$ cat src/rtl/multicycle_controller_pkg.sv
// Shared types and encodings for the multicycle controller: FSM states,
// RV32 opcode values, ALU operation codes and ALUSrcB selections.
package multicycle_controller_pkg;

  typedef enum logic [3:0] {
    FETCH,
    DECODE,
    EXEC_R,
    EXEC_I,
    ADDR,
    MEM_LD,
    MEM_SD,
    WB_ALU,
    WB_MEM,
    BRANCH,
    HALT
  } state_e;

  localparam logic [6:0] OP_RTYPE  = 7'b0110011;
  localparam logic [6:0] OP_ITYPE  = 7'b0010011;
  localparam logic [6:0] OP_LOAD   = 7'b0000011;
  localparam logic [6:0] OP_STORE  = 7'b0100011;
  localparam logic [6:0] OP_BRANCH = 7'b1100011;

  localparam logic [3:0] ALU_AND = 4'b0000;
  localparam logic [3:0] ALU_OR  = 4'b0001;
  localparam logic [3:0] ALU_ADD = 4'b0010;
  localparam logic [3:0] ALU_SUB = 4'b0110;

  localparam logic [1:0] SRCB_RD2  = 2'd0;
  localparam logic [1:0] SRCB_FOUR = 2'd1;
  localparam logic [1:0] SRCB_IMM  = 2'd2;

  // States that hold an outstanding memory request.
  function automatic logic is_mem_state(input state_e s);
    return (s == FETCH) || (s == MEM_LD) || (s == MEM_SD);
  endfunction

endpackage

$ cat src/rtl/multicycle_controller_alu_op_decoder.sv
// ALU operation decode from {instr[30], funct3}; for I-type the instr[30]
// bit is an immediate bit, so it is masked and subtraction is unreachable.
module alu_op_decoder
  import multicycle_controller_pkg::*;
(
  input  logic [3:0] funct_i,
  input  logic       is_rtype_i,
  output logic [3:0] operation_o
);

  logic [3:0] key;

  assign key = is_rtype_i ? funct_i : {1'b0, funct_i[2:0]};

  // NOTE: give every always_comb output a default before the case so no
  // path leaves it unassigned and no latch is inferred.
  always_comb begin
    operation_o = ALU_ADD;
    case (key)
      4'b0000: operation_o = ALU_ADD;
      4'b1000: operation_o = ALU_SUB;
      4'b0111: operation_o = ALU_AND;
      4'b0110: operation_o = ALU_OR;
      default: operation_o = ALU_ADD;
    endcase
  end

endmodule

$ cat src/rtl/multicycle_controller.sv
// Multicycle RV32 subset control FSM with timed memory handshake.
// Optional MC_PERF_CNT_EN adds instret/cycles performance counters.
module multicycle_controller
  import multicycle_controller_pkg::*;
#(
  parameter int MEM_TIMEOUT = 16
) (
  input  logic       clk,
  input  logic       reset,
  input  logic [6:0] opcode,
  input  logic [3:0] funct,
  input  logic       zero,
  input  logic       mem_ready,
  output logic       mem_req,
  output logic       MemRead,
  output logic       MemWrite,
  output logic       IorD,
  output logic       IRWrite,
  output logic       PCWrite,
  output logic       RegWrite,
  output logic       MemToReg,
  output logic       ALUSrcA,
  output logic [1:0] ALUSrcB,
  output logic [3:0] Operation,
`ifdef MC_PERF_CNT_EN
  output logic [31:0] instret,
  output logic [31:0] cycles,
`endif
  output logic       error
);

  localparam int WAIT_W = (MEM_TIMEOUT > 1) ? $clog2(MEM_TIMEOUT) : 1;
  localparam logic [WAIT_W-1:0] WAIT_LAST = WAIT_W'(MEM_TIMEOUT - 1);

  state_e            state_q;
  logic [WAIT_W-1:0] wait_q;
  logic              run_q;
  logic              in_mem;
  logic              ready_ok;
  logic              timed_out;
  logic [3:0]        dec_op;

  // run_q keeps the reset-state FETCH quiet until the first clock edge, so a
  // mem_ready left over from an aborted access cannot complete the fetch.
  assign in_mem    = run_q && is_mem_state(state_q);
  assign ready_ok  = in_mem && mem_ready;
  assign timed_out = in_mem && !mem_ready && (wait_q == WAIT_LAST);

  alu_op_decoder u_alu_op_decoder (
    .funct_i     (funct),
    .is_rtype_i  (state_q == EXEC_R),
    .operation_o (dec_op)
  );

  // NOTE: sequential state uses non-blocking assignments so every register
  // samples pre-edge values regardless of statement order.
  always_ff @(posedge clk or negedge reset) begin
    if (!reset) begin
      state_q <= FETCH;
      wait_q  <= '0;
      run_q   <= 1'b0;
    end else begin
      run_q  <= 1'b1;
      wait_q <= (in_mem && !mem_ready && !timed_out) ? wait_q + 1'b1 : '0;
      case (state_q)
        FETCH, MEM_LD, MEM_SD: begin
          if (timed_out) begin
            state_q <= HALT;
          end else if (ready_ok) begin
            case (state_q)
              FETCH:   state_q <= DECODE;
              MEM_LD:  state_q <= WB_MEM;
              default: state_q <= FETCH;
            endcase
          end
        end
        DECODE: begin
          case (opcode)
            OP_RTYPE:          state_q <= EXEC_R;
            OP_ITYPE:          state_q <= EXEC_I;
            OP_LOAD, OP_STORE: state_q <= ADDR;
            OP_BRANCH:         state_q <= BRANCH;
            default:           state_q <= HALT;
          endcase
        end
        EXEC_R, EXEC_I:          state_q <= WB_ALU;
        ADDR:                    state_q <= (opcode == OP_STORE) ? MEM_SD : MEM_LD;
        WB_ALU, WB_MEM, BRANCH:  state_q <= FETCH;
        default:                 state_q <= HALT;
      endcase
    end
  end

  always_comb begin
    mem_req   = 1'b0;
    MemRead   = 1'b0;
    MemWrite  = 1'b0;
    IorD      = 1'b0;
    IRWrite   = 1'b0;
    PCWrite   = 1'b0;
    RegWrite  = 1'b0;
    MemToReg  = 1'b0;
    ALUSrcA   = 1'b0;
    ALUSrcB   = SRCB_RD2;
    Operation = ALU_ADD;
    case (state_q)
      FETCH: begin
        mem_req = run_q;
        MemRead = run_q;
        ALUSrcB = run_q ? SRCB_FOUR : SRCB_RD2;
        IRWrite = ready_ok;
        PCWrite = ready_ok;
      end
      EXEC_R: begin
        ALUSrcA   = 1'b1;
        Operation = dec_op;
      end
      EXEC_I: begin
        ALUSrcA   = 1'b1;
        ALUSrcB   = SRCB_IMM;
        Operation = dec_op;
      end
      WB_ALU: RegWrite = 1'b1;
      ADDR: begin
        ALUSrcA = 1'b1;
        ALUSrcB = SRCB_IMM;
      end
      MEM_LD: begin
        mem_req = 1'b1;
        MemRead = 1'b1;
        IorD    = 1'b1;
      end
      WB_MEM: begin
        RegWrite = 1'b1;
        MemToReg = 1'b1;
      end
      MEM_SD: begin
        mem_req  = 1'b1;
        MemWrite = 1'b1;
        IorD     = 1'b1;
      end
      BRANCH: begin
        ALUSrcA   = 1'b1;
        Operation = ALU_SUB;
        PCWrite   = zero;
      end
      default: ;
    endcase
  end

  assign error = (state_q == HALT);

`ifdef MC_PERF_CNT_EN
  logic [31:0] instret_q;
  logic [31:0] cycles_q;
  logic        retire;

  assign retire = (state_q == WB_ALU) || (state_q == WB_MEM) || (state_q == BRANCH) ||
                  ((state_q == MEM_SD) && ready_ok);

  always_ff @(posedge clk or negedge reset) begin
    if (!reset) begin
      instret_q <= '0;
      cycles_q  <= '0;
    end else begin
      if (retire) instret_q <= instret_q + 32'd1;
      if (state_q != HALT) cycles_q <= cycles_q + 32'd1;
    end
  end

  assign instret = instret_q;
  assign cycles  = cycles_q;
`endif

endmodule

$ cat config.mk
export PLATFORM = sky130hd
export DESIGN_NAME = multicycle_controller
export DESIGN_NICKNAME = d
export VERILOG_FILES = /design/src/rtl/multicycle_controller_pkg.sv /design/src/rtl/multicycle_controller_alu_op_decoder.sv /design/src/rtl/multicycle_controller.sv
export SDC_FILE = /design/constraint.sdc
export NUM_CORES = 1
export LEC_CHECK = 0
export ABC_CLOCK_PERIOD_IN_PS = 1810
export BUFFER_PORTS_ARGS = -buffer_cell sky130_fd_sc_hd__buf_2
export CORE_ASPECT_RATIO = 1.1
export CORE_UTILIZATION = 30
export CTS_BUF_LIST = sky130_fd_sc_hd__clkbuf_16
export DETAILED_ROUTE_END_ITERATION = 10
export GPL_TIMING_DRIVEN = 1
export PLACE_DENSITY = 0.54
export SYNTH_ARGS = -nofsm -noshare
export SYNTH_HDL_FRONTEND = slang
export SYNTH_HIERARCHICAL = 1
export SYNTH_SLANG_ARGS = --single-unit
$ cat constraint.sdc
create_clock -name clk -period 1.81 [get_ports clk]
set_input_delay 0.0905 -clock clk [delete_from_list [all_inputs] [get_ports clk]]
set_output_delay 0.0905 -clock clk [all_outputs]
set_load 0.1 [all_outputs]
* Yosys cells after proc, flatten, opt, wreduce, memory -nomap -nowiden
Cells that the tools add are included.
** Word-level totals
- Bits in registers :: 9
- Input bits :: 15
- Output and inout bits :: 16
- Word-level logic and storage cells :: 63
** Operators by class
- $add $sub $neg :: 1
- Equality and inequality tests :: 20
- Muxes and demuxes :: 21
- Reductions and logical operators :: 18
** Operator list (count)
- $eq 4x3->1 const B :: 6
- $eq 4x4->1 const B :: 5
- $pmux 4 s5 :: 1
- $mux 4 :: 4
- $pmux 4 s2 :: 2
- $pmux 4 s4 :: 1
- $eq 7x6->1 const B :: 2
- $reduce_or 2->1 :: 5
- $pmux 3 s3 :: 1
- $eq 4x2->1 const B :: 2
- $eq 7x2->1 const B :: 1
- $eq 7x5->1 const B :: 1
- $eq 7x7->1 const B :: 1
- $mux 1 :: 7
- $pmux 1 s2 :: 3
- $reduce_or 3->1 :: 2
- $logic_and 1x1->1 :: 5
- $add 4x1->4 const B :: 1
- $eq 4x1->1 const B :: 1
- $logic_not 4->1 :: 1
- $pmux 2 s2 :: 1
- $reduce_or 4->1 :: 1
- $ne 3x3->1 const B :: 1
- $logic_not 1->1 :: 2
- other kinds (2) :: 3

* Logic depth before layout (Yosys ltp)
Gate-level depths: netlist of the first run.
- Depth after elaboration :: 9
- Depth in mapped cells :: 8
- Gate-level depth less buffers :: 8

* Cells and area by module
The synthesis of the first run kept the hierarchy.
** By module, submodules not included
- multicycle_controller :: instances 1, cells each 98, area each 799.5 um^2, seq. area each 225.2 um^2
- alu_op_decoder :: instances 1, cells each 6, area each 42.5 um^2, seq. area each 0.0 um^2

* Worst setup path before layout of the first run
OpenSTA, ideal clock, no wires.
- Path type :: register to output
- Start :: register state_q[2]
- End :: output RegWrite
- Data arrival time :: 3.789 ns
- Required time :: 1.719 ns
- Path slack :: -2.070 ns
- Stages on the path, launching flop included :: 5
- Cells stage by stage :: dfrtp_1 -> buf_4 -> nand2b_1 -> nor3_1 -> o21bai_1
** On the way
- Cells in the longest elaborated chain, start to end :: 3
- Elaborated cells between the ends (all ways) :: 4
- Those cells by class :: eq/ne (2); mux (1); reduce/logical (1)
** Ends and longest elaborated chain
- start, declared :: line multicycle_controller.sv:35 : state_e state_q;
- start signal, assigned :: line multicycle_controller.sv:87 : ADDR: state_q <= (opcode == OP_STORE) ? MEM_SD : MEM_LD;
- $eq 4x3->1 / $eq 4x4->1 (equally long branches) :: line multicycle_controller.sv:106 : case (state_q)
- $reduce_or 2->1 (no source line) (*)
- $mux 1 (*) :: line multicycle_controller.sv:106
- end, declared :: line multicycle_controller.sv:20 : output logic RegWrite,
Mark *: on every way between the ends. The rest lies on a longest branch, timed or not.

* Worst setup path after layout of the first run
- Start :: register state_q[3]
- End :: output PCWrite
** On the way
- Cells in the longest elaborated chain, start to end :: 6
- Elaborated cells between the ends (all ways) :: 9
- Those cells by class :: eq/ne (3); mux (1); reduce/logical (5)
** Ends and longest elaborated chain
- $eq 4x3->1 / $logic_not 4->1 (equally long branches) :: line multicycle_controller_pkg.sv:36, multicycle_controller.sv:106
- $logic_or 1x1->1 (2 in series) :: line multicycle_controller_pkg.sv:36 : return (s == FETCH) || (s == MEM_LD) || (s == MEM_SD);
- $logic_and 1x1->1 :: line multicycle_controller.sv:45 : assign in_mem = run_q && is_mem_state(state_q);
- $logic_and 1x1->1 :: line multicycle_controller.sv:46 : assign ready_ok = in_mem && mem_ready;
- $pmux 1 s2 (*) :: line multicycle_controller.sv:106
- end, declared :: line multicycle_controller.sv:19 : output logic PCWrite,
Marks and branches as above.

==> impl_metrics.py, run 1 <==
metrics = {
    "run_status": {
        "outcome": "finished clean",
    },
    "timing": {
        "worst_hold_slack_ns": 0.217,
        "final_critical_path_setup_slack_ns": 0.0722,
        "period_share": 0.960,
        "report.final.slew_viol_count": 0,
        "worst_slew_pin_slew_ns": 0.967,
        "maxSlewHeadroom": 0.358,
        "finalWorstPathRequiredPeriod_ns": 1.74,
        "grt_setup_unrepaired": "true",
        "finClkSkew_ns": 0.000414,
        "final_hold_viol_count": 0,
        "setup-violations-final": 0,
        "achievable-frequency_mhz": 575,
    },
    "place": {
        "port_buffers": 29,
        "preCtsSetupSlack_ns": 0.216,
        "dp_hpwl_um": 1920,
        "placed_cell_area_sq_um": 1310,
        "gp_congestion": 0.876,
    },
    "finish": {
        "nets": 160,
        "register_area_sq_um": 228,
        "final_cell_area_sq_um": 1450,
        "areaGrowthSynthToFinish_pct": 71.8,
        "mostFrequentLayoutCell": "sky130_fd_sc_hd__buf_2",
        "fillCellCount": 239,
        "final_cell_mix": "sky130_fd_sc_hd__buf_2, sky130_fd_sc_hd__buf_12, sky130_fd_sc_hd__nor2_1, sky130_fd_sc_hd__buf_4, sky130_fd_sc_hd__dfrtp_1",
        "multiInputGateArea_sq_um": 647,
        "antenna-diode-count": 0,
        "post_route_cells_drive_above_1_share": 0.469,
        "final_core_utilization": 0.563,
    },
    "synthesis": {
        "netlist_top_cells_area": "sky130_fd_sc_hd__dfrtp_1, sky130_fd_sc_hd__nor2_1, sky130_fd_sc_hd__and3_1, sky130_fd_sc_hd__a21oi_1, sky130_fd_sc_hd__nand2_1",
        "synth-edff-count": 0,
        "netlist.area_leader.share": 0.267,
        "synth_seq_area_share": 0.267,
        "synthCells": 104,
        "synthesis.yosys.warnings": 6,
        "synthDominantAreaCellType": "sky130_fd_sc_hd__dfrtp_1",
        "yosysUniqueCellTypes": 45,
        "ys_seq_elements": 9,
        "syn_area_per_cell_sq_um": 8.10,
        "async_flop_share": 1.00,
        "postSynthNetCount": 120,
        "synth_flop_cell": "sky130_fd_sc_hd__dfrtp_1",
        "synthesis.area_sq_um": 842,
    },
    "worst_setup_path": {
        "regToRegSetupSlack_ns": 0.17,
        "worst-endpoint-arrival_ns": 1.65,
        "timing.critical_path.slowest_cell_delay_ns": 0.43,
        "crit-reg2reg-launch": "state_q[1]",
        "setup.worst_path.class": "flop to output pin",
        "path_cells": "buf_6 -> nor2_4 -> and3_4 -> and2_4 -> a31o_4 -> buf_12",
        "critPathSlowestCell": "sky130_fd_sc_hd__dfrtp_2",
        "ff2ff_path_depth": 6,
        "critical_path_launch_point_type": "flop",
        "worst-path-max-fanout": 6,
        "timing.critical_path.to_type": "output pin",
        "cp.required_ns": 1.72,
        "rr_endpoint": "state_q[1]",
    },
    "flow_run": {
        "maxCapViolCount": 0,
    },
    "route": {
        "routed-wl-met2_um": 1240,
        "avgViaCountPerCell": 5.20,
        "detail_route.iter0.violations": 14,
        "routed_metal_1_wire_length_um": 935,
        "drt_wl_total_um": 2320,
        "post_drt_wl_per_cell_um": 13.3,
        "drt_antenna_net_count": 0,
        "topRoutingLayerUsed": "met4",
        "dr_wl_met3_um": 97,
        "drt_pass1_iterations": 4,
        "drt_drc_violations_left": 0,
        "routed-via-count": 905,
    },
    "global_routing": {
        "gr-total-overflow": 0,
        "grt_util_all_layers": 0.180,
        "grt_first_pass_wirelength_um": 4010,
        "antenna_violations_before_repair": 0,
        "grt_pass1_vias": 928,
        "grt_start_max_net_pins": 14,
    },
    "cts": {
        "cts-htree-levels": 1,
        "clkSlewWorstSetupHoldPaths_ns": 0.04,
        "clock_sinks": 9,
        "numCtsBuffers": 3,
        "cts_tree": "yes",
        "clock_tree.root_cell": "sky130_fd_sc_hd__clkbuf_16",
        "clk_path_buf_depth": 2,
        "insertion_delay_ns": 0.23,
    },
    "worst_hold_path": {
        "worst_hold_path.endpoint": "state_q[1]",
        "hold_path_startpoint": "opcode[5]",
        "worstHoldPathType": "primary input to flop",
        "whs_path_depth": 3,
    },
    "die": {
        "design.die.area_sq_um": 3020,
        "initial_cell_density_of_the_core": 0.328,
        "ioPinCount": 31,
        "core_area_sq_um": 2570,
        "die_height_um": 57.6,
        "die_x_um": 52.5,
        "placement_rows": 19,
    },
}
logic make-up after synthesis:
| kind of cell | Yosys count | synth area share |
|---|---|---|
| AO/OA/AOI/OAI | 27 | 0.232 |
| XOR/XNOR | 2 | 0.0208 |
| adder cells (fa/ha/maj) | 1 | 0.0149 |
| buffers and inverters | 9 | 0.0624 |
| flip-flops | 9 | 0.267 |
| multiplexers | 1 | 0.0119 |
| other | 2 | 0.00892 |
| AND/OR/NAND/NOR | 53 | 0.382 |
routing by layer:
layer  up-vias  track usage
li1        452            -
met1       418        0.203
met2        31        0.322
met3         4       0.0213
met5         -            0
met4         0       0.0902
flip-flops by register name, summed over array words and instances, names as in the netlist:
name and count:
state_q 4, wait_q 4, run_q 1
synth_stat cells, drive strengths merged, types with 2 or more instances:
| library cell | instances |
|---|---|
| a21oi | 7 |
| and2 | 2 |
| and3 | 6 |
| buf | 6 |
| conb | 2 |
| dfrtp | 9 |
| inv | 3 |
| nand2 | 7 |
| nand2b | 5 |
| nand3 | 3 |
| nor2 | 15 |
| nor3 | 6 |
| o211ai | 2 |
| o21a | 3 |
| o21ai | 3 |
| o22ai | 4 |
worst max path at each step:
stage / startpoint / endpoint / slack (ns) / depth (start not counted)
2_1_floorplan: state_q[2] / RegWrite / -0.34 / 4
3_3_place_gp: state_q[2] / Operation[2] / 0.22 / 7
3_5_place_dp: state_q[2] / Operation[2] / 0.22 / 7
4_1_cts: state_q[0] / Operation[2] / 0.01 / 9
5_1_grt: state_q[0] / Operation[2] / -0.07 / 9
6_report: state_q[3] / PCWrite / 0.07 / 6
stage by stage:
| stage | setup TNS [ns] | cells |
|---|---|---|
| after floorplan | -1.70 | 104 |
| after global placement | 0 | 167 |
| after detailed placement | 0 | 167 |
| after CTS | 0 | 173 |
| after global routing | -0.0714 | 174 |
| final | 0 | 174 |
critical path, delay by kind of cell, from the launching register on:
family / cells / cell delay, ns
buffers and inverters: 2 / 0.31
and+or+nand+nor: 3 / 0.56
AOI/OAI and AO/OA: 1 / 0.10
DFF: 1 / 0.43
cell type report:
type                            instances  share of cell area
Multi-Input combinational cell         86               0.447
Timing Repair Buffer                   41               0.306
Sequential cell                         9               0.157
Clock buffer                            3              0.0519
Tap cell                               31              0.0268
Inverter                                3             0.00779
Clock inverter                          1             0.00260
timing repair:
item	4_1_cts	5_1_grt
endpoints found under the setup margin	1	3
hold buffers	1	0
gates resized for setup	3	8
pin swaps	2	3
buffers inserted	1	1
hold endpoints to repair	9	0
Power of run 1 is left out: the tool's default activity adds up to more than one toggle a clock period on the data nets, which glitch-free logic cannot reach.
==> run 2, diff against run 1 <==
ABC_CLOCK_PERIOD_IN_PS = 1670   (was 1810)
clock period = 1.67 ns   (was 1.81 ns; I/O delays follow)
==> run 2 against run 1 <==
  * Utilization is 2.9 points higher
  * The flow now finishes with violations (negative setup slack)
  * Worst hold slack worse by 0.029 ns
  * Clock skew is 0.0034 ns higher
  * Critical path type unchanged
==> impl_metrics.py, run 2 (synthesis gave the netlist of run 1 again) <==
metrics = {
    "worst_setup_path": {
        "crit-reg2reg-launch": "state_q[1]",
        "worst-endpoint-arrival_ns": 1.61,
        "timing.critical_path.to_type": "output pin",
        "path_cells": "nor3_2 -> nand2_1 -> nor4_2 -> and3_1 -> a21oi_2 -> nor2_4 -> buf_12",
        "critPathSlowestCell": "sky130_fd_sc_hd__dfrtp_2",
        "timing.critical_path.slowest_cell_delay_ns": 0.44,
        "critPathTopFamily": "simple AND/OR/NAND/NOR gates",
        "critical_path_launch_point_type": "flop",
        "worst-path-max-fanout": 6,
        "ff2ff_path_depth": 6,
        "cp.required_ns": 1.59,
        "regToRegSetupSlack_ns": 0.14,
        "setup.worst_path.class": "flop to output pin",
        "rr_endpoint": "state_q[1]",
        "timing.critical_path.buf_inv": 1,
    },
    "die": {
        "design.die.area_sq_um": 3020,
        "core_area_sq_um": 2570,
        "initial_cell_density_of_the_core": 0.328,
        "die_height_um": 57.6,
        "ioPinCount": 31,
        "die_x_um": 52.5,
        "placement_rows": 19,
    },
    "route": {
        "post_drt_wl_per_cell_um": 13.2,
        "drt_antenna_net_count": 0,
        "detail_route.iter0.violations": 7,
        "drt_drc_violations_left": 0,
        "drt_pass1_iterations": 4,
        "avgViaCountPerCell": 5.14,
        "routed-via-count": 915,
        "drt_wl_total_um": 2350,
    },
    "finish": {
        "register_area_sq_um": 228,
        "multiInputGateArea_sq_um": 672,
        "fin_cells": 178,
        "post_route_cells_drive_above_1_share": 0.531,
        "reg_top3": "state_q: 4 flops, wait_q: 4 flops, run_q: 1 flops",
        "areaGrowthSynthToFinish_pct": 80.7,
        "nets": 164,
        "fillCellCount": 225,
        "final_cell_mix": "sky130_fd_sc_hd__buf_12, sky130_fd_sc_hd__buf_4, sky130_fd_sc_hd__buf_2, sky130_fd_sc_hd__nor2_1, sky130_fd_sc_hd__dfrtp_1",
        "final_core_utilization": 0.593,
        "antenna-diode-count": 0,
    },
    "global_routing": {
        "grt_util_all_layers": 0.180,
        "grt_start_max_net_pins": 14,
        "grt_first_pass_wirelength_um": 4030,
        "gr-total-overflow": 0,
        "grt_pass1_vias": 952,
        "antenna_violations_before_repair": 0,
    },
    "cts": {
        "numCtsBuffers": 3,
        "clk_path_buf_depth": 2,
        "clock_tree.root_cell": "sky130_fd_sc_hd__clkbuf_16",
        "clock_sinks": 9,
        "cts-htree-levels": 1,
        "insertion_delay_ns": 0.24,
        "cts_tree": "yes",
        "clkSlewWorstSetupHoldPaths_ns": 0.04,
    },
    "timing": {
        "achievable-frequency_mhz": 591,
        "maxSlewHeadroom": 0.363,
        "worst_hold_slack_ns": 0.188,
        "finalWorstPathRequiredPeriod_ns": 1.69,
        "setup-violations-final": 2,
        "worst_slew_pin_slew_ns": 0.959,
        "report.final.slew_viol_count": 0,
        "grt_setup_unrepaired": "true",
        "final_hold_viol_count": 0,
        "final_critical_path_setup_slack_ns": -0.0227,
        "finClkSkew_ns": 0.00382,
        "period_share": 1.01,
    },
    "flow_run": {
        "maxCapViolCount": 0,
    },
    "run_status": {
        "outcome": "finished with violations",
        "violations_in_the_final_reports": "negative setup slack",
    },
    "worst_hold_path": {
        "worst_hold_path.endpoint": "state_q[1]",
        "hold_path_startpoint": "opcode[5]",
        "worstHoldPathType": "primary input to flop",
        "whs_path_depth": 3,
    },
    "place": {
        "dp_hpwl_um": 1920,
        "dp_cells": 172,
        "port_buffers": 29,
        "gp_congestion": 0.807,
    },
}
-- run 2: cell type report --
| cell class | instances | share of cell area |
|---|---|---|
| Timing Repair Buffer | 45 | 0.324 |
| Clock inverter | 1 | 0.00247 |
| Clock buffer | 3 | 0.0493 |
| Multi-Input combinational cell | 86 | 0.442 |
| Tap cell | 31 | 0.0255 |
| Inverter | 3 | 0.00740 |
| Sequential cell | 9 | 0.150 |
-- run 2: worst min-delay path, delay by kind of cell --
family / cells / cell delay [ns]
AND/OR/NAND/NOR: 1 / 0.07
AO/OA/AOI/OAI: 1 / 0.10
buffers and inverters: 1 / 0.13
-- run 2: worst max path at each step --
stage                          start      endpoint  slack (ns)  cells past startpoint
after floorplan           state_q[2]      RegWrite       -0.42                      4
after global placement    state_q[2]  Operation[1]        0.14                      3
after detailed placement  state_q[3]  Operation[2]        0.11                      7
after CTS                 state_q[2]  Operation[2]       -0.05                      7
after global routing      state_q[0]  Operation[2]       -0.16                      9
final                     state_q[2]  Operation[2]       -0.02                      7
-- run 2: repair_timing --
action / in CTS / in global routing
pin swaps: 2 / 2
endpoints found under the setup margin: 8 / 7
resized for setup: 7 / 7
hold buffers: 1 / 0
hold endpoints to repair: 9 / 0
setup buffers: 0 / 1
-- run 2: metal layers --
layer / global-route usage / up-vias / part of all wire
met1: 0.202 / 427 / 0.41
li1: - / 461 / -
met4: 0.113 / 0 / 0.026
met2: 0.315 / 22 / 0.54
met5: 0 / - / 0
met3: 0.0213 / 5 / 0.028
-- run 2: stage by stage --
step | instance area [sq um] | TNS [ns] | setup slack, ns
detailed placement | 1380 | 0 | 0.111
global route | 1520 | -0.317 | -0.156
finish | 1520 | -0.0402 | -0.0227
global placement | 1380 | 0 | 0.143
floorplan | 930 | -2.26 | -0.418
CTS | 1490 | -0.111 | -0.0500
Power of run 2 is left out for the same reason.
==> run 3, diff against run 2 <==
CORE_UTILIZATION = 48   (was 30)
PLACE_DENSITY = 0.79   (was 0.54)
==> run 3 against run 2 <==
  * The run now fails in 5_1_grt
  * Synthesized cell count unchanged
  * Synthesized area unchanged
==> impl_metrics.py, run 3 <==
metrics = {
    "synthesis": {
        "synthesis.yosys.warnings": 6,
        "synth_adder_area_share": 0.0149,
        "syn_area_per_cell_sq_um": 8.10,
        "ys_seq_elements": 9,
        "largest_family_of_logic_cells_by_synthesized_area": "simple AND/OR/NAND/NOR gates",
        "postSynthNetCount": 120,
        "netlist_top_cells_count": "sky130_fd_sc_hd__nor2_1, sky130_fd_sc_hd__dfrtp_1, sky130_fd_sc_hd__nand2_1",
        "synth_xor_xnor_area_share": 0.0208,
        "yosysUniqueCellTypes": 45,
        "netlist.area_leader.share": 0.267,
        "netlist_top_cells_area": "sky130_fd_sc_hd__dfrtp_1, sky130_fd_sc_hd__nor2_1, sky130_fd_sc_hd__and3_1, sky130_fd_sc_hd__a21oi_1, sky130_fd_sc_hd__nand2_1",
        "synth_flop_cell": "sky130_fd_sc_hd__dfrtp_1",
        "synth-edff-count": 0,
        "synth_mux_area_frac": 0.0119,
        "synthesis.area_sq_um": 842,
        "synth_seq_area_share": 0.267,
        "synthCells": 104,
        "async_flop_share": 1.00,
        "synth-compound-area-share": 0.232,
        "synthSimpleGateAreaFrac": 0.382,
        "synth.most_common_cell": "sky130_fd_sc_hd__nor2_1",
        "synthDominantAreaCellType": "sky130_fd_sc_hd__dfrtp_1",
    },
    "cts": {
        "clock_sinks": 9,
        "clock_tree.root_cell": "sky130_fd_sc_hd__clkbuf_16",
        "clk_path_buf_depth": 2,
        "cts-htree-levels": 1,
        "numCtsBuffers": 3,
    },
    "die": {
        "placement_rows": 15,
        "ioPinCount": 31,
        "die_x_um": 41.9,
        "initial_cell_density_of_the_core": 0.528,
        "die_height_um": 45.9,
    },
    "run_status": {
        "failing_step": "5_1_grt",
        "outcome": "did not finish",
        "tool.error": "[ERROR DPL-0038] Utilization greater than 100%, impossible to legalize",
    },
    "place": {
        "dp_hpwl_um": 2100,
        "dp_cells": 156,
        "gp_congestion": 0.943,
        "port_buffers": 29,
    },
    "timing": {
        "worst_setup_endpoint_after_the_global_route_repair_timing": "Operation[2]",
        "worstEpCategory": "primary output",
    },
    "global_routing": {
        "grt_start_max_net_pins": 14,
    },
}
[run 3: cell counts after synthesis]
Identical to the previous run, type by type.
[run 3: timing repair]
| item | 4_1_cts |
|---|---|
| hold buffers | 1 |
| gates cloned | 0 |
| hold endpoints to repair | 9 |
| setup buffers | 6 |
| pin swaps | 5 |
| endpoints found under the setup margin | 8 |
| resized for setup | 14 |
[run 3: cell families after synthesis]
kind of cell    after synthesis
compound gates               27
xor+xnor                      2
fa+ha+maj                     1
buf+inv                       9
flops                         9
mux                           1
other cells                   2
simple gates                 53
[run 3: per-stage QoR]
| stage | setup WS [ns] | hold slack [ns] | area, sq um |
|---|---|---|---|
| after floorplan | -0.418 | -0.212 | 930 |
| after global placement | 0.135 | -0.0615 | 1360 |
| after detailed placement | 0.0427 | -0.0578 | 1360 |
| after CTS | -0.0708 | 0.225 | 1540 |
==> run 4, diff against run 3 <==
CORE_AREA = 2 2 63 65   (was default)
CORE_ASPECT_RATIO = default   (was 1.1)
CORE_UTILIZATION = default   (was 48)
CTS_BUF_LIST = default   (was sky130_fd_sc_hd__clkbuf_16)
DIE_AREA = 0 0 65 67   (was default)
PLACE_DENSITY = default   (was 0.79)
PLACE_DENSITY_LB_ADDON = 0.15   (was default)
==> run 4 against run 3 <==
  * The flow now finishes, with violations (negative setup slack)
==> impl_metrics.py, run 4 (synthesis gave the netlist of run 1 again) <==
metrics = {
    "cts": {
        "cts_tree": "yes",
        "numCtsBuffers": 3,
        "clock_sinks": 9,
        "insertion_delay_ns": 0.23,
        "clk_path_buf_depth": 2,
        "clock_tree.root_cell": "sky130_fd_sc_hd__clkbuf_8",
        "clkSlewWorstSetupHoldPaths_ns": 0.05,
        "cts-htree-levels": 1,
    },
    "worst_hold_path": {
        "whs_path_depth": 3,
        "worstHoldPathType": "primary input to flop",
        "hold_path_startpoint": "opcode[5]",
    },
    "global_routing": {
        "antenna_violations_before_repair": 0,
        "grt_util_all_layers": 0.120,
        "gr-total-overflow": 0,
        "grt_start_max_net_pins": 12,
        "grt_first_pass_wirelength_um": 4150,
        "grt_pass1_vias": 923,
    },
    "finish": {
        "nets": 170,
        "multiInputGateArea_sq_um": 687,
        "areaGrowthSynthToFinish_pct": 87.7,
        "final_cell_mix": "sky130_fd_sc_hd__buf_4, sky130_fd_sc_hd__buf_2, sky130_fd_sc_hd__buf_12, sky130_fd_sc_hd__nor2_1, sky130_fd_sc_hd__dfrtp_1",
        "fillCellCount": 339,
        "antenna-diode-count": 0,
        "mostFrequentLayoutCell": "sky130_fd_sc_hd__buf_4",
        "register_area_sq_um": 228,
        "reg_top3": "state_q: 4 flops, wait_q: 4 flops, run_q: 1 flops",
        "post_route_cells_drive_above_1_share": 0.575,
    },
    "worst_setup_path": {
        "endpoint": "Operation[1]",
        "crit-reg2reg-launch": "state_q[2]",
        "worst-path-max-fanout": 5,
        "setup.worst_path.class": "flop to output pin",
        "rr_endpoint": "wait_q[1]",
        "timing.critical_path.to_type": "output pin",
        "ff2ff_path_depth": 7,
        "worst_setup_path_startpoint": "state_q[2]",
        "cp.required_ns": 1.59,
        "critical_path_launch_point_type": "flop",
        "regToRegSetupSlack_ns": 0,
        "worst-endpoint-arrival_ns": 1.69,
    },
    "timing": {
        "final_hold_viol_count": 0,
        "worst_slew_pin_slew_ns": 0.967,
        "setup-violations-final": 3,
        "report.final.slew_viol_count": 0,
        "maxSlewHeadroom": 0.358,
        "finalWorstPathRequiredPeriod_ns": 1.77,
        "final_critical_path_setup_slack_ns": -0.0990,
        "period_share": 1.06,
        "grt_setup_unrepaired": "true",
        "finClkSkew_ns": 0.00387,
        "setup_total_negative_slack_ns": -0.188,
        "achievable-frequency_mhz": 565,
    },
    "route": {
        "drt_wl_total_um": 2650,
        "detail_route.iter0.violations": 42,
        "avgViaCountPerCell": 4.95,
        "drt_antenna_net_count": 0,
        "routed-via-count": 995,
        "drt_drc_violations_left": 0,
        "drt_pass1_iterations": 5,
        "post_drt_wl_per_cell_um": 13.2,
    },
    "place": {
        "port_buffers": 29,
        "gp_congestion": 0.833,
        "dp_hpwl_um": 2050,
    },
    "die": {
        "ioPinCount": 31,
        "core_area_sq_um": 3610,
        "placement_rows": 22,
        "initial_cell_density_of_the_core": 0.234,
        "die_x_um": 65,
        "design.die.area_sq_um": 4360,
        "die_height_um": 67,
    },
    "run_status": {
        "violations_in_the_final_reports": "negative setup slack",
        "outcome": "finished with violations",
    },
    "flow_run": {
        "maxCapViolCount": 0,
    },
}
## run 4: critical path, stage by stage (launching register included)
cell and delay (ns):
sky130_fd_sc_hd__dfrtp_2 0.43, sky130_fd_sc_hd__buf_4 0.15, sky130_fd_sc_hd__nand2b_2 0.23, sky130_fd_sc_hd__or3_2 0.44, sky130_fd_sc_hd__buf_6 0.20
## run 4: layer usage
layer  up-vias  global-route usage  wire (um)
met4         0              0.0399         51
met2        40               0.214       1330
met1       473               0.148       1120
met3         8              0.0152        140
met5         -                   0          0
li1        474                   -          -
## run 4: worst min path at each step
stage,slack [ns],to
after floorplan,-0.21,run_q
after global placement,-0.05,wait_q[0]
after detailed placement,-0.05,run_q
after CTS,0.19,state_q[1]
after global routing,0.23,state_q[1]
final,0.20,state_q[1]
## run 4: per-stage QoR
stage / area [sq um] / worst slack [ns] / hold WS [ns] / util / instances
after floorplan: 930 / -0.418 / -0.212 / - / 104
after global placement: 1410 / 0.138 / -0.0529 / 0.390 / 189
after detailed placement: 1410 / 0.119 / -0.0513 / 0.390 / 189
after CTS: 1500 / -0.0536 / 0.194 / 0.415 / 195
after global routing: 1580 / -0.213 / 0.227 / 0.438 / 201
final: 1580 / -0.0990 / 0.198 / 0.438 / 201
## run 4: final cells by class
type / count / share of cell area
clock inverters: 1 / 0.00317
inverters: 3 / 0.00713
clock buffers: 3 / 0.0261
well taps: 48 / 0.0380
multi-input cells: 86 / 0.435
repair buffers: 51 / 0.347
flip-flops and latches: 9 / 0.144
## run 4: what timing repair did
action	4_1_cts	5_1_grt
gates resized for setup	9	14
endpoints found under the setup margin	5	8
hold endpoints to repair	9	0
hold buffers	1	0
buffers inserted	1	7
cloned	0	0
pin swaps	1	6
Power of run 4 is left out for the same reason.
